### src/rtl/gelato_ram_pkg.sv
// Shared types for the gelato RAM port arbiter: requester ids and the muxed RAM request.
package gelato_ram_pkg;

  localparam int GELATO_REQ_NUM         = 4;
  localparam int GELATO_ADDR_WIDTH      = 32;
  localparam int GELATO_DATA_WIDTH      = 32;
  localparam int GELATO_MAX_OUTSTANDING = 4;

  localparam int REQ_ID_W = $clog2(GELATO_REQ_NUM);

  typedef logic [REQ_ID_W-1:0] req_id_t;

  typedef struct packed {
    logic                         we;
    logic [GELATO_ADDR_WIDTH-1:0] addr;
    logic [GELATO_DATA_WIDTH-1:0] wdata;
  } ram_req_t;

endpackage

### src/rtl/gelato_tag_fifo.sv
// In-order FIFO of requester ids, one entry per request accepted by the RAM.
module gelato_tag_fifo
  import gelato_ram_pkg::*;
#(
  parameter int DEPTH = GELATO_MAX_OUTSTANDING
) (
  input  logic                       clk,
  input  logic                       rst_n,
  input  logic                       push,
  input  logic                       pop,
  input  req_id_t                    push_id,
  output logic                       full,
  output logic                       empty,
  output logic [$clog2(DEPTH):0]     count,
  output req_id_t                    head
);

  localparam int PTR_W = $clog2(DEPTH);

  req_id_t          r_mem [DEPTH];
  logic [PTR_W:0]   r_wr;
  logic [PTR_W:0]   r_rd;
  logic             w_push;
  logic             w_pop;

  // Pointers carry an extra MSB so full and empty differ only in that bit.
  assign count = r_wr - r_rd;
  assign full  = (count == (PTR_W+1)'(DEPTH));
  assign empty = (r_wr == r_rd);
  assign head  = r_mem[r_rd[PTR_W-1:0]];

  assign w_push = push & ~full;
  assign w_pop  = pop & ~empty;

  // Read/write pointer update.
  always_ff @(posedge clk) begin
    if (!rst_n) begin
      r_wr <= '0;
      r_rd <= '0;
    end else begin
      if (w_push) begin
        r_wr <= r_wr + (PTR_W+1)'(1);
      end
      if (w_pop) begin
        r_rd <= r_rd + (PTR_W+1)'(1);
      end
    end
  end

  // Tag storage write.
  always_ff @(posedge clk) begin
    if (w_push) begin
      r_mem[r_wr[PTR_W-1:0]] <= push_id;
    end
  end

endmodule

### src/rtl/gelato_ram_arbiter.sv
// Round-robin arbiter sharing one RAM port among REQ_NUM requesters, with in-order
// response routing through a tag FIFO.
module gelato_ram_arbiter
  import gelato_ram_pkg::*;
#(
  parameter int REQ_NUM         = GELATO_REQ_NUM,
  parameter int ADDR_WIDTH      = GELATO_ADDR_WIDTH,
  parameter int DATA_WIDTH      = GELATO_DATA_WIDTH,
  parameter int MAX_OUTSTANDING = GELATO_MAX_OUTSTANDING
) (
  input  logic                             clk,
  input  logic                             rst_n,
  input  logic                             rdy,
  input  logic [REQ_NUM-1:0]               req_valid,
  output logic [REQ_NUM-1:0]               req_ready,
  input  logic [REQ_NUM-1:0]               req_we,
  input  logic [REQ_NUM*ADDR_WIDTH-1:0]    req_addr,
  input  logic [REQ_NUM*DATA_WIDTH-1:0]    req_wdata,
  output logic [REQ_NUM-1:0]               resp_valid,
  output logic [DATA_WIDTH-1:0]            resp_rdata,
  output logic                             ram_req_valid,
  input  logic                             ram_req_ready,
  output logic                             ram_we,
  output logic [ADDR_WIDTH-1:0]            ram_addr,
  output logic [DATA_WIDTH-1:0]            ram_wdata,
  input  logic                             ram_resp_valid,
  input  logic [DATA_WIDTH-1:0]            ram_resp_rdata,
  output logic [$clog2(MAX_OUTSTANDING):0] outstanding,
  output logic                             err_unexpected_resp
);

  localparam int CNT_W = $clog2(MAX_OUTSTANDING) + 1;

  req_id_t          r_rr_ptr;
  logic             r_locked;
  req_id_t          r_locked_idx;
  logic             r_err;

  req_id_t          w_hi_sel;
  req_id_t          w_lo_sel;
  logic             w_hit_hi;
  logic             w_hit_lo;
  req_id_t          w_rr_sel;
  req_id_t          w_sel;
  req_id_t          w_next_ptr;
  ram_req_t         w_req_sel;
  logic             w_ram_req_valid;
  logic             w_hs;
  logic             w_pop;
  logic             w_fifo_full;
  logic             w_fifo_empty;
  logic [CNT_W-1:0] w_count;
  req_id_t          w_head;

  // Round-robin search: lowest valid index at or above the pointer, else lowest overall.
  always_comb begin
    w_hi_sel = r_rr_ptr;
    w_lo_sel = r_rr_ptr;
    w_hit_hi = 1'b0;
    w_hit_lo = 1'b0;
    for (int i = REQ_NUM - 1; i >= 0; i--) begin
      w_hi_sel = (req_valid[i] && (req_id_t'(i) >= r_rr_ptr)) ? req_id_t'(i) : w_hi_sel;
      w_hit_hi = w_hit_hi | (req_valid[i] && (req_id_t'(i) >= r_rr_ptr));
      w_lo_sel = req_valid[i] ? req_id_t'(i) : w_lo_sel;
      w_hit_lo = w_hit_lo | req_valid[i];
    end
    if (w_hit_hi) begin
      w_rr_sel = w_hi_sel;
    end else if (w_hit_lo) begin
      w_rr_sel = w_lo_sel;
    end else begin
      w_rr_sel = r_rr_ptr;
    end
  end

  assign w_sel      = r_locked ? r_locked_idx : w_rr_sel;
  assign w_next_ptr = (w_sel == req_id_t'(REQ_NUM - 1)) ? '0 : w_sel + req_id_t'(1);

  // Payload mux from the selected requester.
  always_comb begin
    w_req_sel = '0;
    for (int i = 0; i < REQ_NUM; i++) begin
      if (req_id_t'(i) == w_sel) begin
        w_req_sel.we    = req_we[i];
        w_req_sel.addr  = req_addr[i*ADDR_WIDTH +: ADDR_WIDTH];
        w_req_sel.wdata = req_wdata[i*DATA_WIDTH +: DATA_WIDTH];
      end else begin
        w_req_sel = w_req_sel;
      end
    end
  end

  // A held (locked) request stays presented even if rdy drops or the FIFO fills.
  assign w_ram_req_valid = r_locked | (rdy & ~w_fifo_full & (|req_valid));
  assign w_hs            = w_ram_req_valid & ram_req_ready;
  assign w_pop           = ram_resp_valid & ~w_fifo_empty;

  assign ram_req_valid       = w_ram_req_valid;
  assign ram_we              = w_ram_req_valid & w_req_sel.we;
  assign ram_addr            = w_ram_req_valid ? w_req_sel.addr : '0;
  assign ram_wdata           = w_ram_req_valid ? w_req_sel.wdata : '0;
  assign resp_rdata          = w_pop ? ram_resp_rdata : '0;
  assign outstanding         = w_count;
  assign err_unexpected_resp = r_err;

  // One-hot grant and response strobes.
  always_comb begin
    req_ready  = '0;
    resp_valid = '0;
    if (w_hs) begin
      req_ready[w_sel] = 1'b1;
    end else begin
      req_ready = '0;
    end
    if (w_pop) begin
      resp_valid[w_head] = 1'b1;
    end else begin
      resp_valid = '0;
    end
  end

  // Round-robin pointer, presentation lock and sticky error flag.
  always_ff @(posedge clk) begin
    if (!rst_n) begin
      r_rr_ptr     <= '0;
      r_locked     <= 1'b0;
      r_locked_idx <= '0;
      r_err        <= 1'b0;
    end else begin
      if (w_hs) begin
        r_rr_ptr <= w_next_ptr;
        r_locked <= 1'b0;
      end else if (w_ram_req_valid) begin
        r_locked     <= 1'b1;
        r_locked_idx <= w_sel;
      end
      if (ram_resp_valid && w_fifo_empty) begin
        r_err <= 1'b1;
      end
    end
  end

  gelato_tag_fifo #(
    .DEPTH (MAX_OUTSTANDING)
  ) u_tag_fifo (
    .clk     (clk),
    .rst_n   (rst_n),
    .push    (w_hs),
    .pop     (w_pop),
    .push_id (w_sel),
    .full    (w_fifo_full),
    .empty   (w_fifo_empty),
    .count   (w_count),
    .head    (w_head)
  );

endmodule

### config.mk
export PLATFORM = sky130hd
export DESIGN_NAME = gelato_ram_arbiter
export DESIGN_NICKNAME = d
export VERILOG_FILES = /design/src/rtl/gelato_ram_pkg.sv /design/src/rtl/gelato_tag_fifo.sv /design/src/rtl/gelato_ram_arbiter.sv
export SDC_FILE = /design/constraint.sdc
export NUM_CORES = 1
export LEC_CHECK = 0
export CAP_MARGIN = 20
export CORE_AREA = 2 2 160 162
export DETAILED_ROUTE_END_ITERATION = 8
export DIE_AREA = 0 0 162 164
export PLACE_DENSITY = 0.56
export SETUP_SLACK_MARGIN = 0.1
export SYNTH_ARGS = -nofsm -noshare
export SYNTH_HDL_FRONTEND = slang
export SYNTH_SLANG_ARGS = --single-unit
### constraint.sdc
create_clock -name clk -period 8.75 [get_ports clk]
set_clock_uncertainty 0.1 [all_clocks]
set_input_delay 2.625 -clock clk [delete_from_list [all_inputs] [get_ports clk]]
set_output_delay 2.625 -clock clk [all_outputs]
set_load 0.03 [all_outputs]
==> results.py <==
metrics = {
    "global_route": {
        "grt_max_degree": 71,
        "grt_pass1_wl_um": 31500,
        "gr-total-overflow": 0,
        "grt_usage_pct": 15.1,
        "grt_pass1_vias": 5699,
        "antenna_found_initial": 0,
    },
    "power": {
        "power-per-cell-area_mw_per_mm2": 175,
        "p_sw_share_pct": 49.2,
        "p_int_uw": 779,
        "seqPwrFrac_pct": 8.7,
        "netSwitchingPower_uw": 753,
        "comb_power_share_pct": 85.0,
        "power.total_uw": 1530,
        "clkPwrFrac_pct": 6.4,
        "irDropWorstVdd_mv": 0.0868,
        "p_leak_uw": 0.00357,
    },
    "clock_tree": {
        "h-tree-depth": 1,
        "cts_buffers": 3,
        "clkSlewWorstSetupHoldPaths_ns": 0.06,
        "cts_tree": "done",
        "clock_latency_ns": 0.26,
        "cts_root_buf": "clkbuf_16",
        "clockBufferDepth": 2,
        "hold_buffers": 0,
        "cts.sink_count": 22,
    },
    "detailed_routing": {
        "drc": 0,
        "vias": 5919,
        "drtIter0Drc": 211,
        "via_per_inst": 4.48,
        "wl_per_cell_um": 16.7,
        "ant_nets": 0,
        "wl_um": 22000,
        "firstDrtPassIters": 5,
    },
    "setup_path": {
        "worstPathMaxFanout": 4,
        "cp-end-kind": "primary output",
        "crit_arrival_ns": 5.64,
        "critPathLaunchType": "input pin",
        "reg2reg_slack_ns": 6.26,
        "critPathKind": "in2out",
        "critPathRequiredTime_ns": 6.03,
    },
    "sta": {
        "period_needed_ns": 8.36,
        "fin_crit_sh_pct": 95.6,
        "slew_viol_final": 0,
        "fmax_mhz": 120,
        "rsz0062_at_grt": "false",
        "setup_viol": 0,
        "finalHoldViolCount": 0,
        "slew-limit-headroom_pct": 59.0,
        "fin_setup_tns_ns": 0,
        "worst_slack_ns": 0.388,
        "worst_slew_pin_slew_ns": 0.615,
    },
    "placement": {
        "pre_cts_slack_ns": 0.103,
        "dp_hpwl_um": 17600,
        "dpl-instance-area_mm2": 0.00865,
        "gp_congestion": 0.822,
        "io_buffers": 410,
    },
    "outcome": {
        "status": "finished, final reports clean",
    },
    "yosys": {
        "syn_area_mm2": 0.00420,
        "synth_cell_types": 45,
        "syn-num-nets": 922,
        "synthArstFlopShare_pct": 0,
        "synth_flop_cell": "dfxtp_1",
        "ys.warnings.count": 0,
        "synth_area_per_cell_um2": 6.90,
        "synth_edf_count": 8,
        "yosysSeqAreaShare_pct": 12.4,
        "synth-seq-cells": 22,
        "syn_inst": 609,
    },
    "cells_and_area": {
        "fillCellCount": 2623,
        "drive_above_1_share_pct": 13.1,
        "final_area_mm2": 0.00877,
        "antenna_cells": 0,
        "layout.nets": 1305,
        "area_delta_synth_final_pct": 109,
    },
    "die": {
        "io_pins": 411,
        "fp.dieH_um": 164,
        "die_w_um": 162,
        "num_rows": 58,
        "die_area_mm2": 0.0266,
        "coreArea_mm2": 0.0248,
        "start_util_pct": 16.9,
    },
    "hold_path": {
        "hold_path.class": "reg2reg",
    },
    "run": {
        "cap_violations": 0,
    },
}
## critical path, stage by stage
cell             delay [ns]
clkdlybuf4s50_1        0.55
nor2b_1                0.21
o32ai_1                0.13
a221oi_2               0.44
nand2b_1               0.24
ha_2                   0.23
nor2b_1                0.26
buf_4                  0.19
a221oi_1               0.07
a211o_1                0.27
a21oi_1                0.14
buf_4                  0.16
buf_12                 0.11
## state kept, by name, indices dropped and copies added, names as in the netlist, named ones only
register	flops
r_rr_ptr	2
u_tag_fifo.r_rd	3
r_locked	1
err_unexpected_resp	1
u_tag_fifo.r_mem	8
r_locked_idx	2
u_tag_fifo.r_wr	3
## final timing paths
check,from,endpoint,depth (start not counted)
setup / recovery,req_valid[0],ram_addr[31],13
hold / removal,err_unexpected_resp,err_unexpected_resp,2
setup reg to reg,u_tag_fifo.r_wr[0],u_tag_fifo.r_mem[3][0],6
hold reg to reg,err_unexpected_resp,err_unexpected_resp,2
## synthesized netlist by cell type (2+ instances only)
cell type,number,area [µm²]
mux4_2,2,45.0
o31ai_1,3,22.5
xor2_1,2,17.5
a221oi_1,66,578
a211o_1,65,569
nand2b_1,2,12.5
inv_1,77,289
edfxtp_1,8,240
o211ai_1,3,22.5
ha_1,11,138
buf_2,13,65.1
and2_2,4,30.0
nor2b_1,66,413
nor2_1,16,60.1
buf_6,5,56.3
and3_1,2,12.5
a21oi_4,2,32.5
dfxtp_1,14,280
a21oi_1,56,280
clkbuf_1,46,173
mux2i_1,3,30.0
a21oi_2,10,87.6
xnor2_1,2,17.5
nand2_1,74,278
and2_1,37,231
## power groups by stage
stage	combinational, µW	sequential, µW	clock (µW)
after floorplan	782	134	0
after global placement	1310	135	0
after detailed placement	1310	135	0
after CTS	1310	133	99.6
after global routing	1400	135	104
final	1300	133	97.3
## cell families (layout without fill, tap and decap cells)
family / Yosys count / in the layout / share of synthesized area [%]
AOI/OAI and AO/OA: 218 / 218 / 41.3
xor gates and xnor gates: 5 / 5 / 1.43
adders and majority gates: 12 / 12 / 3.75
buffers and inverters: 141 / 523 / 13.9
DFF: 22 / 22 / 12.4
muxes: 5 / 5 / 1.79
and+or+nand+nor: 206 / 206 / 25.5
## what timing repair did
item                       CTS  global route
pin swaps                    0             1
setup buffers                0             1
setup endpoints to repair    1            17
resized for setup            1             0
## per-layer routing
layer	GRT usage, %	up-vias	routed length [µm]
li1	-	2917	-
met1	17.4	2710	8440
met2	28.5	277	11400
met3	3.28	15	1910
met4	3.30	0	310
met5	0	-	0
## cell type report
| cell class | count | area, µm² | area share (%) |
|---|---|---|---|
| sequential | 22 | 520 | 5.94 |
| clock inverter | 1 | 3.75 | 0.0428 |
| tap | 330 | 413 | 4.71 |
| clock buffer | 3 | 75.1 | 0.856 |
| multi-input combinational | 446 | 3150 | 35.9 |
| inverter | 77 | 289 | 3.30 |
| timing repair buffer | 442 | 4310 | 49.2 |
## cell usage in the layout (no fill, tap or decap), types with 2 or more instances in the layout
| cell type | synthesis | routed |
|---|---|---|
| nand2b_1 | 2 | 2 |
| buf_12 | 0 | 9 |
| nand2_1 | 74 | 74 |
| a21oi_4 | 2 | 2 |
| xor2_1 | 2 | 2 |
| and3_1 | 2 | 2 |
| mux2i_1 | 3 | 3 |
| buf_4 | 0 | 87 |
| nor2_1 | 16 | 16 |
| edfxtp_1 | 8 | 8 |
| xnor2_1 | 2 | 2 |
| and2_1 | 37 | 37 |
| nor2b_1 | 66 | 66 |
| a211o_1 | 65 | 65 |
| and2_2 | 4 | 4 |
| o211ai_1 | 3 | 3 |
| a221oi_1 | 66 | 65 |
| ha_1 | 11 | 7 |
| dfxtp_1 | 14 | 14 |
| ha_4 | 0 | 3 |
| inv_1 | 77 | 77 |
| mux4_2 | 2 | 2 |
| clkbuf_16 | 0 | 3 |
| clkdlybuf4s50_1 | 0 | 345 |
| a21oi_1 | 56 | 56 |
| a21oi_2 | 10 | 10 |
| o31ai_1 | 3 | 3 |
## stage by stage
step	instances	hold WS [ns]	util (%)
finish	1321	0.387	35.3
CTS	1320	0.405	35.2
global placement	1316	0.384	34.9
global route	1321	0.423	35.3
detailed placement	1316	0.390	34.9
floorplan	609	0.369	-
(Power assumes the default switching activity.)
